==> src/rtl/simplespislave_pkg.sv <==
// Shared constants for the SPI target slice: status bit layout, state encoding
// and the default idle/fill byte.
package simplespi_pkg;

   localparam int unsigned STAT_RXNE    = 0;
   localparam int unsigned STAT_OVR     = 1;
   localparam int unsigned STAT_UDR     = 2;
   localparam int unsigned STAT_TXF     = 3;
   localparam int unsigned STAT_CS      = 4;
   localparam int unsigned STAT_CNT_LSB = 8;

   localparam logic [7:0] FILL_BYTE_DEFAULT = 8'hFF;

   typedef enum logic [1:0] {
      RESYNC,
      IDLE,
      XFER
   } spi_state_t;

endpackage

==> src/rtl/simplespislave_if.sv <==
// CPU register-strobe bus of the SPI target; master = CPU side, slave = peripheral.
interface simplespislave_if;

   logic        reg_dat_we;
   logic        reg_dat_re;
   logic        reg_stat_re;
   logic [31:0] reg_di;
   logic [31:0] reg_do;
   logic        reg_wait;

   modport master (
      output reg_dat_we, reg_dat_re, reg_stat_re, reg_di,
      input  reg_do, reg_wait
   );

   modport slave (
      input  reg_dat_we, reg_dat_re, reg_stat_re, reg_di,
      output reg_do, reg_wait
   );

endinterface

==> src/rtl/simplespislave_spi_rx_fifo.sv <==
// Byte FIFO for received SPI data; head is first-word-fall-through.
// A push into a full FIFO only succeeds when a pop frees a slot in the same cycle.
module spi_rx_fifo #(
   parameter int unsigned DEPTH = 8
) (
   input  logic                     clk,
   input  logic                     resetn,
   input  logic                     push,
   input  logic [7:0]               push_data,
   input  logic                     pop,
   output logic [7:0]               head,
   output logic                     full,
   output logic                     empty,
   output logic [$clog2(DEPTH):0]   count
);

   localparam int unsigned AW = $clog2(DEPTH);

   logic [7:0]    mem_q [DEPTH];
   logic [AW-1:0] wr_ptr_q, wr_ptr_d;
   logic [AW-1:0] rd_ptr_q, rd_ptr_d;
   logic [AW:0]   count_q, count_d;
   logic          push_ok, pop_ok;

   assign empty = (count_q == '0);
   assign full  = (count_q == (AW+1)'(DEPTH));
   assign count = count_q;
   assign head  = mem_q[rd_ptr_q];

   always_comb begin
      pop_ok   = pop & ~empty;
      push_ok  = push & (~full | pop_ok);
      wr_ptr_d = wr_ptr_q;
      rd_ptr_d = rd_ptr_q;
      count_d  = count_q;
      if (push_ok) wr_ptr_d = wr_ptr_q + AW'(1);
      if (pop_ok)  rd_ptr_d = rd_ptr_q + AW'(1);
      if (push_ok && !pop_ok)      count_d = count_q + (AW+1)'(1);
      else if (!push_ok && pop_ok) count_d = count_q - (AW+1)'(1);
   end

   always_ff @(posedge clk) begin
      if (!resetn) begin
         wr_ptr_q <= '0;
         rd_ptr_q <= '0;
         count_q  <= '0;
      end else begin
         wr_ptr_q <= wr_ptr_d;
         rd_ptr_q <= rd_ptr_d;
         count_q  <= count_d;
      end
   end

   always_ff @(posedge clk) begin
      if (push_ok) mem_q[wr_ptr_q] <= push_data;
   end

endmodule

==> src/rtl/simplespislave.sv <==
// SPI mode-0 target for the iosys: oversampled SCK/CS_N/MOSI, RX FIFO, one-byte TX holding.
// Optional RX interrupt output is enabled with `define SIMPLESPISLAVE_IRQ_EN.
module simplespislave
   import simplespi_pkg::*;
#(
   parameter int unsigned RX_DEPTH  = 8,
   parameter logic [7:0]  FILL_BYTE = FILL_BYTE_DEFAULT
) (
   input  logic            clk,
   input  logic            resetn,
   input  logic            sck,
   input  logic            cs_n,
   input  logic            mosi,
   output logic            miso,
   simplespislave_if.slave bus
`ifdef SIMPLESPISLAVE_IRQ_EN
   ,
   output logic            irq
`endif
);

   localparam int unsigned CW = $clog2(RX_DEPTH) + 1;

   // Synchroniser lanes ordered {sck, cs_n, mosi}; history only for sck and cs_n.
   logic [2:0] meta_q, sync_q;
   logic [1:0] hist_q;
   logic       sck_s, cs_s, mosi_s;
   logic       sck_rise, sck_fall, cs_rise, cs_fall;

   spi_state_t state_q, state_d;
   logic       frame_start, bit_in, bit_out, bitcnt_clr, tx_load;

   logic [7:0]  rx_shift_q, rx_shift_d, rx_byte;
   logic [2:0]  bitcnt_q, bitcnt_d;
   logic [7:0]  tx_shift_q, tx_shift_d;
   logic [7:0]  hold_q, hold_d;
   logic        hold_valid_q, hold_valid_d;
   logic        overrun_q, overrun_d;
   logic        underrun_q, underrun_d;
   logic [31:0] reg_do_q, reg_do_d;
   logic [31:0] stat_word;

   logic          rx_push, rx_pop, rx_full, rx_empty;
   logic [7:0]    rx_head;
   logic [CW-1:0] rx_count;
   logic          unused_di_hi;

   assign unused_di_hi = ^bus.reg_di[31:8];

   always_ff @(posedge clk) begin
      if (!resetn) begin
         meta_q <= '0;
         sync_q <= '0;
         hist_q <= '0;
      end else begin
         meta_q <= {sck, cs_n, mosi};
         sync_q <= meta_q;
         hist_q <= sync_q[2:1];
      end
   end

   assign sck_s    = sync_q[2];
   assign cs_s     = sync_q[1];
   assign mosi_s   = sync_q[0];
   assign sck_rise =  sck_s & ~hist_q[1];
   assign sck_fall = ~sck_s &  hist_q[1];
   assign cs_rise  =  cs_s  & ~hist_q[0];
   assign cs_fall  = ~cs_s  &  hist_q[0];

   always_ff @(posedge clk) begin
      if (!resetn) state_q <= RESYNC;
      else         state_q <= state_d;
   end

   always_comb begin
      state_d = state_q;
      unique case (state_q)
         RESYNC:  if (cs_s)    state_d = IDLE;
         IDLE:    if (cs_fall) state_d = XFER;
         XFER:    if (cs_rise) state_d = IDLE;
         default:              state_d = RESYNC;
      endcase
   end

   // cs_n deassertion outranks a coincident SCK edge, so the closing SCK fall
   // of a frame never triggers a byte-boundary reload.
   always_comb begin
      frame_start = 1'b0;
      bit_in      = 1'b0;
      bit_out     = 1'b0;
      bitcnt_clr  = 1'b1;
      unique case (state_q)
         IDLE: frame_start = cs_fall;
         XFER: begin
            bitcnt_clr = cs_rise;
            bit_in     = sck_rise & ~cs_rise;
            bit_out    = sck_fall & ~cs_rise;
         end
         default: ;
      endcase
   end

   assign rx_byte = {rx_shift_q[6:0], mosi_s};
   assign rx_push = bit_in & (bitcnt_q == 3'd7);
   assign rx_pop  = bus.reg_dat_re & ~bus.reg_stat_re & ~rx_empty;
   assign tx_load = frame_start | (bit_out & (bitcnt_q == 3'd0));

   spi_rx_fifo #(
      .DEPTH (RX_DEPTH)
   ) u_rx_fifo (
      .clk       (clk),
      .resetn    (resetn),
      .push      (rx_push),
      .push_data (rx_byte),
      .pop       (rx_pop),
      .head      (rx_head),
      .full      (rx_full),
      .empty     (rx_empty),
      .count     (rx_count)
   );

   always_comb begin
      stat_word                       = '0;
      stat_word[STAT_RXNE]            = ~rx_empty;
      stat_word[STAT_OVR]             = overrun_q;
      stat_word[STAT_UDR]             = underrun_q;
      stat_word[STAT_TXF]             = hold_valid_q;
      stat_word[STAT_CS]              = ~cs_s;
      stat_word[STAT_CNT_LSB +: 8]    = 8'(rx_count);
   end

   // Flag clears from a status read are applied first so a same-cycle event re-sets them.
   always_comb begin
      rx_shift_d   = rx_shift_q;
      bitcnt_d     = bitcnt_q;
      tx_shift_d   = tx_shift_q;
      hold_d       = hold_q;
      hold_valid_d = hold_valid_q;
      overrun_d    = overrun_q  & ~bus.reg_stat_re;
      underrun_d   = underrun_q & ~bus.reg_stat_re;
      reg_do_d     = reg_do_q;

      if (bitcnt_clr) begin
         bitcnt_d = '0;
      end else if (bit_in) begin
         rx_shift_d = rx_byte;
         bitcnt_d   = bitcnt_q + 3'd1;
      end

      if (tx_load) begin
         if (hold_valid_q) begin
            tx_shift_d   = hold_q;
            hold_valid_d = 1'b0;
         end else begin
            tx_shift_d   = FILL_BYTE;
            underrun_d   = 1'b1;
         end
      end else if (bit_out) begin
         tx_shift_d = {tx_shift_q[6:0], 1'b0};
      end

      if (bus.reg_dat_we && !hold_valid_q) begin
         hold_d       = bus.reg_di[7:0];
         hold_valid_d = 1'b1;
      end

      if (rx_push && rx_full && !rx_pop) overrun_d = 1'b1;

      if (bus.reg_stat_re)     reg_do_d = stat_word;
      else if (bus.reg_dat_re) reg_do_d = rx_empty ? '0 : {23'b0, 1'b1, rx_head};
   end

   always_ff @(posedge clk) begin
      if (!resetn) begin
         rx_shift_q   <= '0;
         bitcnt_q     <= '0;
         tx_shift_q   <= FILL_BYTE;
         hold_q       <= '0;
         hold_valid_q <= 1'b0;
         overrun_q    <= 1'b0;
         underrun_q   <= 1'b0;
         reg_do_q     <= '0;
      end else begin
         rx_shift_q   <= rx_shift_d;
         bitcnt_q     <= bitcnt_d;
         tx_shift_q   <= tx_shift_d;
         hold_q       <= hold_d;
         hold_valid_q <= hold_valid_d;
         overrun_q    <= overrun_d;
         underrun_q   <= underrun_d;
         reg_do_q     <= reg_do_d;
      end
   end

   assign miso         = tx_shift_q[7];
   assign bus.reg_do   = reg_do_q;
   assign bus.reg_wait = bus.reg_dat_we & hold_valid_q;

`ifdef SIMPLESPISLAVE_IRQ_EN
   logic irq_q, irq_d;

   assign irq_d = ~rx_empty | overrun_q;

   always_ff @(posedge clk) begin
      if (!resetn) irq_q <= 1'b0;
      else         irq_q <= irq_d;
   end

   assign irq = irq_q;
`endif

endmodule

==> src/flat_wrapper.sv <==
// flat-port wrapper written by rule: the top's interface ports become plain ports
module simplespislave_flat import simplespi_pkg::*;
#(
   parameter int unsigned RX_DEPTH  = 8,
   parameter logic [7:0]  FILL_BYTE = FILL_BYTE_DEFAULT
)
  (clk, resetn, sck, cs_n, mosi, miso, bus_reg_dat_we, bus_reg_dat_re, bus_reg_stat_re, bus_reg_di, bus_reg_do, bus_reg_wait);
  simplespislave_if bus_i ();
  input  logic clk;
  input  logic resetn;
  input  logic sck;
  input  logic cs_n;
  input  logic mosi;
  output logic miso;
  input wire logic [$bits(bus_i.reg_dat_we)-1:0] bus_reg_dat_we;
  input wire logic [$bits(bus_i.reg_dat_re)-1:0] bus_reg_dat_re;
  input wire logic [$bits(bus_i.reg_stat_re)-1:0] bus_reg_stat_re;
  input wire logic [$bits(bus_i.reg_di)-1:0] bus_reg_di;
  output wire logic [$bits(bus_i.reg_do)-1:0] bus_reg_do;
  output wire logic [$bits(bus_i.reg_wait)-1:0] bus_reg_wait;
  assign bus_i.reg_dat_we = bus_reg_dat_we;
  assign bus_i.reg_dat_re = bus_reg_dat_re;
  assign bus_i.reg_stat_re = bus_reg_stat_re;
  assign bus_i.reg_di = bus_reg_di;
  assign bus_reg_do = bus_i.reg_do;
  assign bus_reg_wait = bus_i.reg_wait;
  simplespislave #(.RX_DEPTH(RX_DEPTH), .FILL_BYTE(FILL_BYTE)) u_core (.clk(clk), .resetn(resetn), .sck(sck), .cs_n(cs_n), .mosi(mosi), .miso(miso), .bus(bus_i));
endmodule
==> config.mk <==
export PLATFORM = sky130hd
export DESIGN_NAME = simplespislave_flat
export DESIGN_NICKNAME = d
export VERILOG_FILES = /design/src/rtl/simplespislave_pkg.sv /design/src/rtl/simplespislave_if.sv /design/src/rtl/simplespislave_spi_rx_fifo.sv /design/src/rtl/simplespislave.sv /design/src/flat_wrapper.sv
export SDC_FILE = /design/constraint.sdc
export NUM_CORES = 1
export LEC_CHECK = 0
export CORE_MARGIN = 2
export CORE_UTILIZATION = 45
export CTS_BUF_LIST = sky130_fd_sc_hd__clkbuf_8 sky130_fd_sc_hd__clkbuf_16
export DETAILED_ROUTE_END_ITERATION = 10
export GPL_TIMING_DRIVEN = 0
export PLACE_DENSITY_LB_ADDON = 0.2
export SYNTH_ARGS = -nofsm -noshare
export SYNTH_HDL_FRONTEND = slang
export SYNTH_SLANG_ARGS = --single-unit
export TNS_END_PERCENT = 100
==> constraint.sdc <==
create_clock -name clk -period 2.5 [get_ports clk]
set_input_delay 0.5 -clock clk [delete_from_list [all_inputs] [get_ports clk]]
set_output_delay 0.5 -clock clk [all_outputs]
set_load 0.005 [all_outputs]
==> results summary, run 1 <==
The first global-routing pass estimated 16500 um of wire. Among all stages on the critical path, the largest delay is contributed by sky130_fd_sc_hd__nor2_1. At the worst endpoint, the required time is 2.54 ns. The fraction of met1 tracks used by global routing came out at 22.2%. Global routing consumed, over all layers together, 17.4% of the routing resources. The fill cell instance count of the final layout came out at 976. The headroom to the max-slew limit is 27.2%. In the final design database the tool counted 539 nets. The initial antenna violation count came to 0.

The ratio of total power to cell area came out at 759 nW/um2. The routed wirelength normalized by instance count is 16.2 um. The final worst setup slack came out at approximately 0.19 ns. The leakage component of the power came out at ~2.3 nW. The worst-path maximum fanout is 8. The met3 track demand over resource in global routing came out at 5.18%. The critical path crosses 5 cells after its start point. The core region area came out at between 10000 and 15000 um2. The initial utilization of the core area, before any placement, comes to approximately 46%. The count of cells in the finished layout, fillers not included, comes to between 600 and 700.

Measured along the y axis, the die boundary spans between 100 and 150 um. The max-slew violation total from the final report is 0. Static timing analysis puts the maximum clock frequency at 433 MHz. After routing the design area is 6450 um2.

The routed via count divided by cell count came out at 5.14. The kind of start point of the critical path is a register. The hold violation count in the final report was 0. The final critical delay including setup and external delays is 2.31 ns.

The number of enable-type register cells in the synthesized netlist is between 60 and 70. The via count of the first global-routing pass came out at 3237. The half-perimeter wire length of the detailed placement result is 6870 um. 74 I/O pins were placed. The total detailed-routing wirelength came out at 10500 um. The synthesized flop and latch total came out at ~130. The highest cell delay on the worst timing path is ~0.73 ns. The most heavily used metal layer in global routing is met2.

Before antenna repair, the detailed router went through 4 iterations. The CTS sink count came out at 128. The critical path endpoint category is a register. The antenna diode count is 0. The critical path contains buffers and inverters numbering 0 combined. The share of synthesized area in the top cell type comes to 36.3%. The number of buffers inserted during clock tree synthesis came out at 17.

Walking the worst path, the cells encountered are ha_1 > ha_1 > and4_1 > nand3_1 > nor2_1. TritonCTS built the clock tree. The max-cap violation count came out at 0. The violation count after the first detailed-routing iteration is 216. The total die area is 12700 um2. The number of buffers added for setup after CTS is 0.

The post-synthesis instance area came out at 5300 um2. The post-route core utilization is 56.2%. The worst-case IR drop observed on VDD is 0.593 mV. The latest clock arrival within the worst-skew pair is 0.42 ns. The share of synthesized registers carrying an async set or reset came out at 0%.

The sequential-to-total area share from yosys stat came out at a little over 60%. In this design, the largest share of critical-path delay is due to simple AND/OR/NAND/NOR gates. The pin slew with the least headroom to its limit came out at roughly 1.1 ns. The number of placed instances with taps included came out at 614. The most used flip-flop cell after synthesis is sky130_fd_sc_hd__edfxtp_1. For this run, design rule violations remaining after detail routing come to 0.

The global-route congestion overflow total is 0. The pin count of the biggest net entering global routing is 17. The number of cells on the worst reg-to-reg path is 5. In this run the clock root is driven by a sky130_fd_sc_hd__clkbuf_16. The yosys synthesis warning count is 0. The setup clock skew after layout came out at 0.0103 ns. The placer congestion estimate is approximately 0.75.

The final antenna-violating net count is 0. The signal arrival time at the worst endpoint is around 2.4 ns. The final critical path takes up 92.3% of the cycle. Setup repair after global routing left no endpoint under its margin. The pre-CTS setup slack came out at -0.519 ns. The biggest area consumer among synthesized cells is sky130_fd_sc_hd__edfxtp_1. The H-tree was split into 4 levels. The initialized floorplan defines 39 standard-cell rows. The commonest cells after synthesis are sky130_fd_sc_hd__dfxtp_1, sky130_fd_sc_hd__edfxtp_1, sky130_fd_sc_hd__a21oi_1. The routed via count came out at 3320. The run finished with clean final reports. The number of hold buffers added after CTS came out at 0. The critical path is of the reg2reg type. In this run, distinct cell masters in the synthesized netlist total 56.

Ranked by total cell area, the synthesized netlist is headed by sky130_fd_sc_hd__edfxtp_1, sky130_fd_sc_hd__dfxtp_1, sky130_fd_sc_hd__mux4_2. The clock-pin slew of the registers on the worst-case setup and hold paths came out at 0.05 ns. The placed cell area came out at between 5000 and 6000 um2. The share of post-route cells with drive strength above 1 came out at a little under a fifth. The path class of the tightest hold or removal check is reg2reg. The width of the die is 112 um.

The post-synthesis cell count came out at about 430. The routing usage on met2 is 27.1%. The count of final setup violators came out at 0. The cell type with the highest occurrence count on the critical path is sky130_fd_sc_hd__ha_1. The number of buffers on the longest clock path came out at 2.

The count of buffers inserted at the top-level ports is 27. The sum of internal, switching and leakage power is approximately 5 mW. Each instance of the synthesized netlist takes up on average about 12 um2.

The hold-critical path depth is 1. The signed area change from the synthesized netlist to the final layout came out at 21.8%.
[layer usage]
metal	share of wire, %	routed length, um
met4	2.6	269
met5	0	0
met1	45	4720
met2	47	4910
met3	5.6	587
[area by class of cell]
type / instances / area (um2) / area share (%)
flip-flops and latches: 128 / 3210 / 49.7
multi-input cells: 263 / 1900 / 29.5
clock buffers: 17 / 425 / 6.60
plain buffers: 44 / 284 / 4.40
repair buffers: 27 / 273 / 4.23
well taps: 143 / 179 / 2.77
clock inverters: 15 / 149 / 2.31
inverters: 9 / 33.8 / 0.524
[per-stage QoR]
stage          hold slack, ns  setup TNS (ns)
6_report                0.429               0
5_1_grt                 0.459               0
4_1_cts                 0.434               0
3_5_place_dp            0.422          -18.44
3_3_place_gp            0.421          -31.43
2_1_floorplan           0.412               0
[timing repair]
item | in CTS | in global routing
hold endpoints to repair | 0 | 0
gates resized for setup | 6 | 6
gates cloned | 0 | 0
endpoints found under the setup margin | 33 | 2
[logic make-up after synthesis]
family,after synthesis,synth area share [%]
flops,128,60.5
simple gates,116,12.3
compound gates,78,8.65
buf+inv,53,5.95
mux,35,9.45
fa+ha+maj,9,2.27
xor+xnor,5,0.827
other cells,1,0.0708
[power breakdown]
part           switching (mW)  leakage [nW]  internal (mW)  total [mW]
logic                   0.137         0.940          0.142       0.279
clock network           0.905         0.283           1.46        2.36
registers              0.0321          1.11           2.22        2.25
[final timing paths]
check | start | endpoint | slack, ns
max | u_core.bitcnt_q[0] | u_core.u_rx_fifo.mem_q[5][2] | 0.19
min | u_core.meta_q[2] | u_core.sync_q[2] | 0.43
max reg2reg | u_core.bitcnt_q[0] | u_core.u_rx_fifo.mem_q[5][2] | 0.19
min reg2reg | u_core.meta_q[2] | u_core.sync_q[2] | 0.43
[placed cells by master (no fill, tap or decap), types with 9 or more instances in the layout]
| cell | instances |
|---|---|
| sky130_fd_sc_hd__a21oi_1 | 40 |
| sky130_fd_sc_hd__and2_1 | 9 |
| sky130_fd_sc_hd__buf_4 | 25 |
| sky130_fd_sc_hd__clkbuf_1 | 11 |
| sky130_fd_sc_hd__clkbuf_16 | 17 |
| sky130_fd_sc_hd__clkdlybuf4s50_1 | 26 |
| sky130_fd_sc_hd__conb_1 | 20 |
| sky130_fd_sc_hd__dfxtp_1 | 62 |
| sky130_fd_sc_hd__edfxtp_1 | 64 |
| sky130_fd_sc_hd__inv_1 | 10 |
| sky130_fd_sc_hd__mux2i_1 | 23 |
| sky130_fd_sc_hd__mux4_2 | 12 |
| sky130_fd_sc_hd__nand2_1 | 22 |
| sky130_fd_sc_hd__nor2_1 | 32 |
| sky130_fd_sc_hd__nor2b_1 | 10 |
| sky130_fd_sc_hd__o21ai_0 | 11 |
| sky130_fd_sc_hd__o22ai_1 | 9 |
[sequential cells by signal, summed over array words and instances (netlist names), 3 cells and up, named ones only]
| name | count |
|---|---|
| u_core.sync_q | 3 |
| u_core.u_rx_fifo.mem_q | 64 |
| u_core.rx_shift_q | 7 |
| u_core.tx_shift_q | 8 |
| u_core.bitcnt_q | 3 |
| u_core.meta_q | 3 |
| u_core.hold_q | 8 |
| u_core.bus.reg_do | 12 |
| u_core.u_rx_fifo.rd_ptr_q | 3 |
| u_core.u_rx_fifo.count | 4 |
| u_core.u_rx_fifo.wr_ptr_q | 3 |
Power figures use the tool's default switching activity.
==> run 2, diff against run 1 <==
==> constraint.sdc (replaced) <==
create_clock -name clk -period 2.5 [get_ports clk]
set_input_delay 0.5 -clock clk [delete_from_list [all_inputs] [get_ports clk]]
set_output_delay 0.5 -clock clk [all_outputs]
set_load 0.02 [all_outputs]
==> results of run 2 <==
Same layout as run 1 (identical final DEF). Status: completed.
Main changes from that run: total power 4.89 mW -> 4.93 mW
==> run 3, diff against run 2 <==
DONT_BUFFER_PORTS = 1   (was unset)
clock period = 2.1 ns   (was 2.5 ns; I/O delays follow)
==> run 3 against run 2 <==
Effect of this change:
- the run now ends with negative setup slack left
- final cell count fell by 0.62%
- maximum frequency grew 8.6%
- sequential power rose by 20%
- first-iteration DRC count grew 34%
- die area is the same
- combinational power rose by 18%
- via count up 2.2%
- total power up 24%
- largest cell class unchanged
- highest routed layer unchanged
==> results summary, run 3 (synthesized netlist as in run 1, its figures left out) <==
Once detailed placement completed, the half-perimeter wirelength came to 6860 um. The initial antenna violation count was 0. The count of final setup violators is 9. The hold violation count in the final report is 0. The cell at the slowest stage of the critical path is sky130_fd_sc_hd__or3_4.

Combinational logic is responsible for roughly 6.0% of the overall power. For this design, the sink count on the clock tree is 128. The total negative setup slack came out at -0.171 ns. The worst hold path belongs to the class in2reg. The die boundary height is ~110 um.

The met3 wire length came out at 612 um. The flow ran to the end, but the final reports show violations. The final worst setup slack is -0.0242 ns. The number of buffers inserted during clock tree synthesis is 17. The share of post-route cells with drive strength above 1 is ~28%.

The routed via count came out at 3393. The startpoint-to-endpoint class of the critical path is reg2reg. The sequential cells in the finished layout cover a total of 3220 um2. The max-slew violation total from the final report is 0.

The register with the most flip-flops in the layout has 64 of them. The H-tree depth came out at 4. In the layout the commonest cells are sky130_fd_sc_hd__edfxtp_1, sky130_fd_sc_hd__dfxtp_1, sky130_fd_sc_hd__buf_4. The switching part of the total power came out at 22.4%. The first-pass GRT wire length is 17700 um. The antenna diode count is 0. The layout has between 900 and 1000 filler cells. The power share of the sequential group came out at between 40 and 50%. Row generation in the floorplan step produced 39 rows. The final antenna-violating net count came out at 0.

The initial core utilization is approximately 46%. The ratio of total power to cell area came out at 915 nW/um2. The signed area change from the synthesized netlist to the final layout came out at 25.6%. Dividing the final minimum period by the clock period gives 101%. For the worst setup path, the data arrival time is ~2.3 ns. The met1 wire length is 4700 um.

In the routed layout, each cell is associated on average with a via count of 5.29. TritonCTS built the clock tree. The net count of the finished layout came out at between 500 and 600. The global-route congestion overflow total came out at 0. The number of buffers on the longest clock path is 2.

The worst setup path is launched from a register. Static timing analysis puts the maximum clock frequency at 471 MHz. The core region area came out at 11500 um2. The count of buffers inserted at the top-level ports is 0. The die covers 12700 um2. The register with the most flip-flops is u_core.u_rx_fifo.mem_q.

Leaving out fill and tap cells, the most frequent cell in the layout is sky130_fd_sc_hd__edfxtp_1. The highest cell delay on the worst timing path is 0.41 ns. Setup repair after global routing could not meet its margin everywhere. The checks that failed: negative setup slack. Hold timing on the final database bottoms out at a slack of 0.133 ns.

The violation count after the first detailed-routing iteration is 290. The worst setup path is captured at a register. In this run the clock root is driven by a sky130_fd_sc_hd__clkbuf_16. The number of I/O pins is 74. The cell-internal power is 4.73 mW. The critical path goes through and2b_1 > buf_6 > nand4_4 > buf_4 > or3_4 > nor3b_4 > buf_12.

The number of hold buffers added after CTS is 0. The count of unresolved DRC violations after routing is 0. The max-cap violation count came out at 0. The setup clock skew after layout is ~0.009 ns. STA puts the critical path data required time at 2.23 ns. The pin slew with the least headroom to its limit is 0.708 ns. The sum of internal, switching and leakage power came out at 6.09 mW. The length of the first detailed-routing pass in iterations is 5.

The detailed-routed wire length on met2 came out at 5650 um. The aggregate global-route resource usage is a little under a fifth. The leakage component of the power is around 2.4 nW.

The share of total power in the clock network came out at between 40% and 50%. After detailed routing, the average wire length per cell comes to 17.5 um. The later pin in the worst-skew pair is clocked with a latency of 0.42 ns. The switching power total came out at 1.36 mW. In this run the top signal layer used is met4. The total area of multi-input combinational cells is roughly 2000 um2. The pin count of the biggest net entering global routing is 17. The width of the die is 112 um. The headroom to the max-slew limit came out at about 52%.

The placer congestion estimate is just under 0.8. The total detailed-routing wirelength is 11200 um. In this run the worst path has a maximum fanout of 8. The via count of the first global-routing pass came to 3378. The maximum resistive drop on vdd came out at 0.519 mV.

The clock-pin slew of the registers on the worst-case setup and hold paths came out at 0.06 ns. Subtracting the final worst setup slack from the clock period gives ~2.1 ns.
-- run 3: cell types whose count changed in the layout (fill, tap and decap cells not counted), moves of 3 or more --
cell / delta
sky130_fd_sc_hd__buf_12: +7
sky130_fd_sc_hd__buf_4: +16
sky130_fd_sc_hd__dfxtp_2: +5
sky130_fd_sc_hd__inv_6: +4
sky130_fd_sc_hd__ha_1: -5
sky130_fd_sc_hd__dfxtp_4: +3
sky130_fd_sc_hd__ha_4: +4
sky130_fd_sc_hd__nor2_4: +4
sky130_fd_sc_hd__dfxtp_1: -8
sky130_fd_sc_hd__clkdlybuf4s50_1: -26
sky130_fd_sc_hd__nor2_1: -3
sky130_fd_sc_hd__inv_1: -3
-- run 3: worst paths after layout --
path | from | depth (start not counted) | endpoint | slack [ns]
max | u_core.state_q[0] | 7 | u_core.u_rx_fifo.mem_q[2][2] | -0.02
min | mosi | 1 | u_core.meta_q[0] | 0.13
max reg2reg | u_core.state_q[0] | 7 | u_core.u_rx_fifo.mem_q[2][2] | -0.02
min reg2reg | u_core.meta_q[0] | 1 | u_core.sync_q[0] | 0.43
-- run 3: timing repair --
item                       4_1_cts  5_1_grt
gates resized for setup         37        7
pin swaps                       12       11
setup endpoints to repair       66       42
buffers inserted                15        8
-- run 3: cell type report --
type	count	share of cell area [%]
multi-input cells	263	30.6
flip-flops and latches	128	48.5
clock inverters	14	2.69
repair buffers	23	3.91
plain buffers	44	4.48
inverters	9	0.546
well taps	143	2.69
clock buffers	18	6.60
-- run 3: per-stage QoR --
stage | util [%] | instance area, um2 | setup slack [ns] | std cells
floorplan | - | 5410 | 0.00318 | 444
global placement | 48.8 | 5590 | -0.654 | 587
detailed placement | 48.8 | 5600 | -0.468 | 587
finish | 58.0 | 6650 | -0.0242 | 642
CTS | 56.9 | 6530 | -0.0830 | 634
global route | 58.0 | 6650 | -0.135 | 642
-- run 3: critical path, delay by kind of cell (launching register included) --
family	cells	cell delay (ns)
buf+inv	3	0.48
flops	1	0.34
simple gates	4	1.01
-- run 3: metal layers --
metal  vias up  GRT usage (%)
li1       1629              -
met1      1652           23.6
met2        92           29.7
met3        20           4.70
met4         0           8.37
met5         -              0
-- run 3: power groups by stage --
stage	combinational (mW)	clock, mW	sequential, mW
CTS	0.354	3.07	2.70
global placement	0.311	0	2.75
global route	0.404	3.18	2.70
detailed placement	0.314	0	2.75
floorplan	0.262	0	2.74
finish	0.368	3.02	2.70
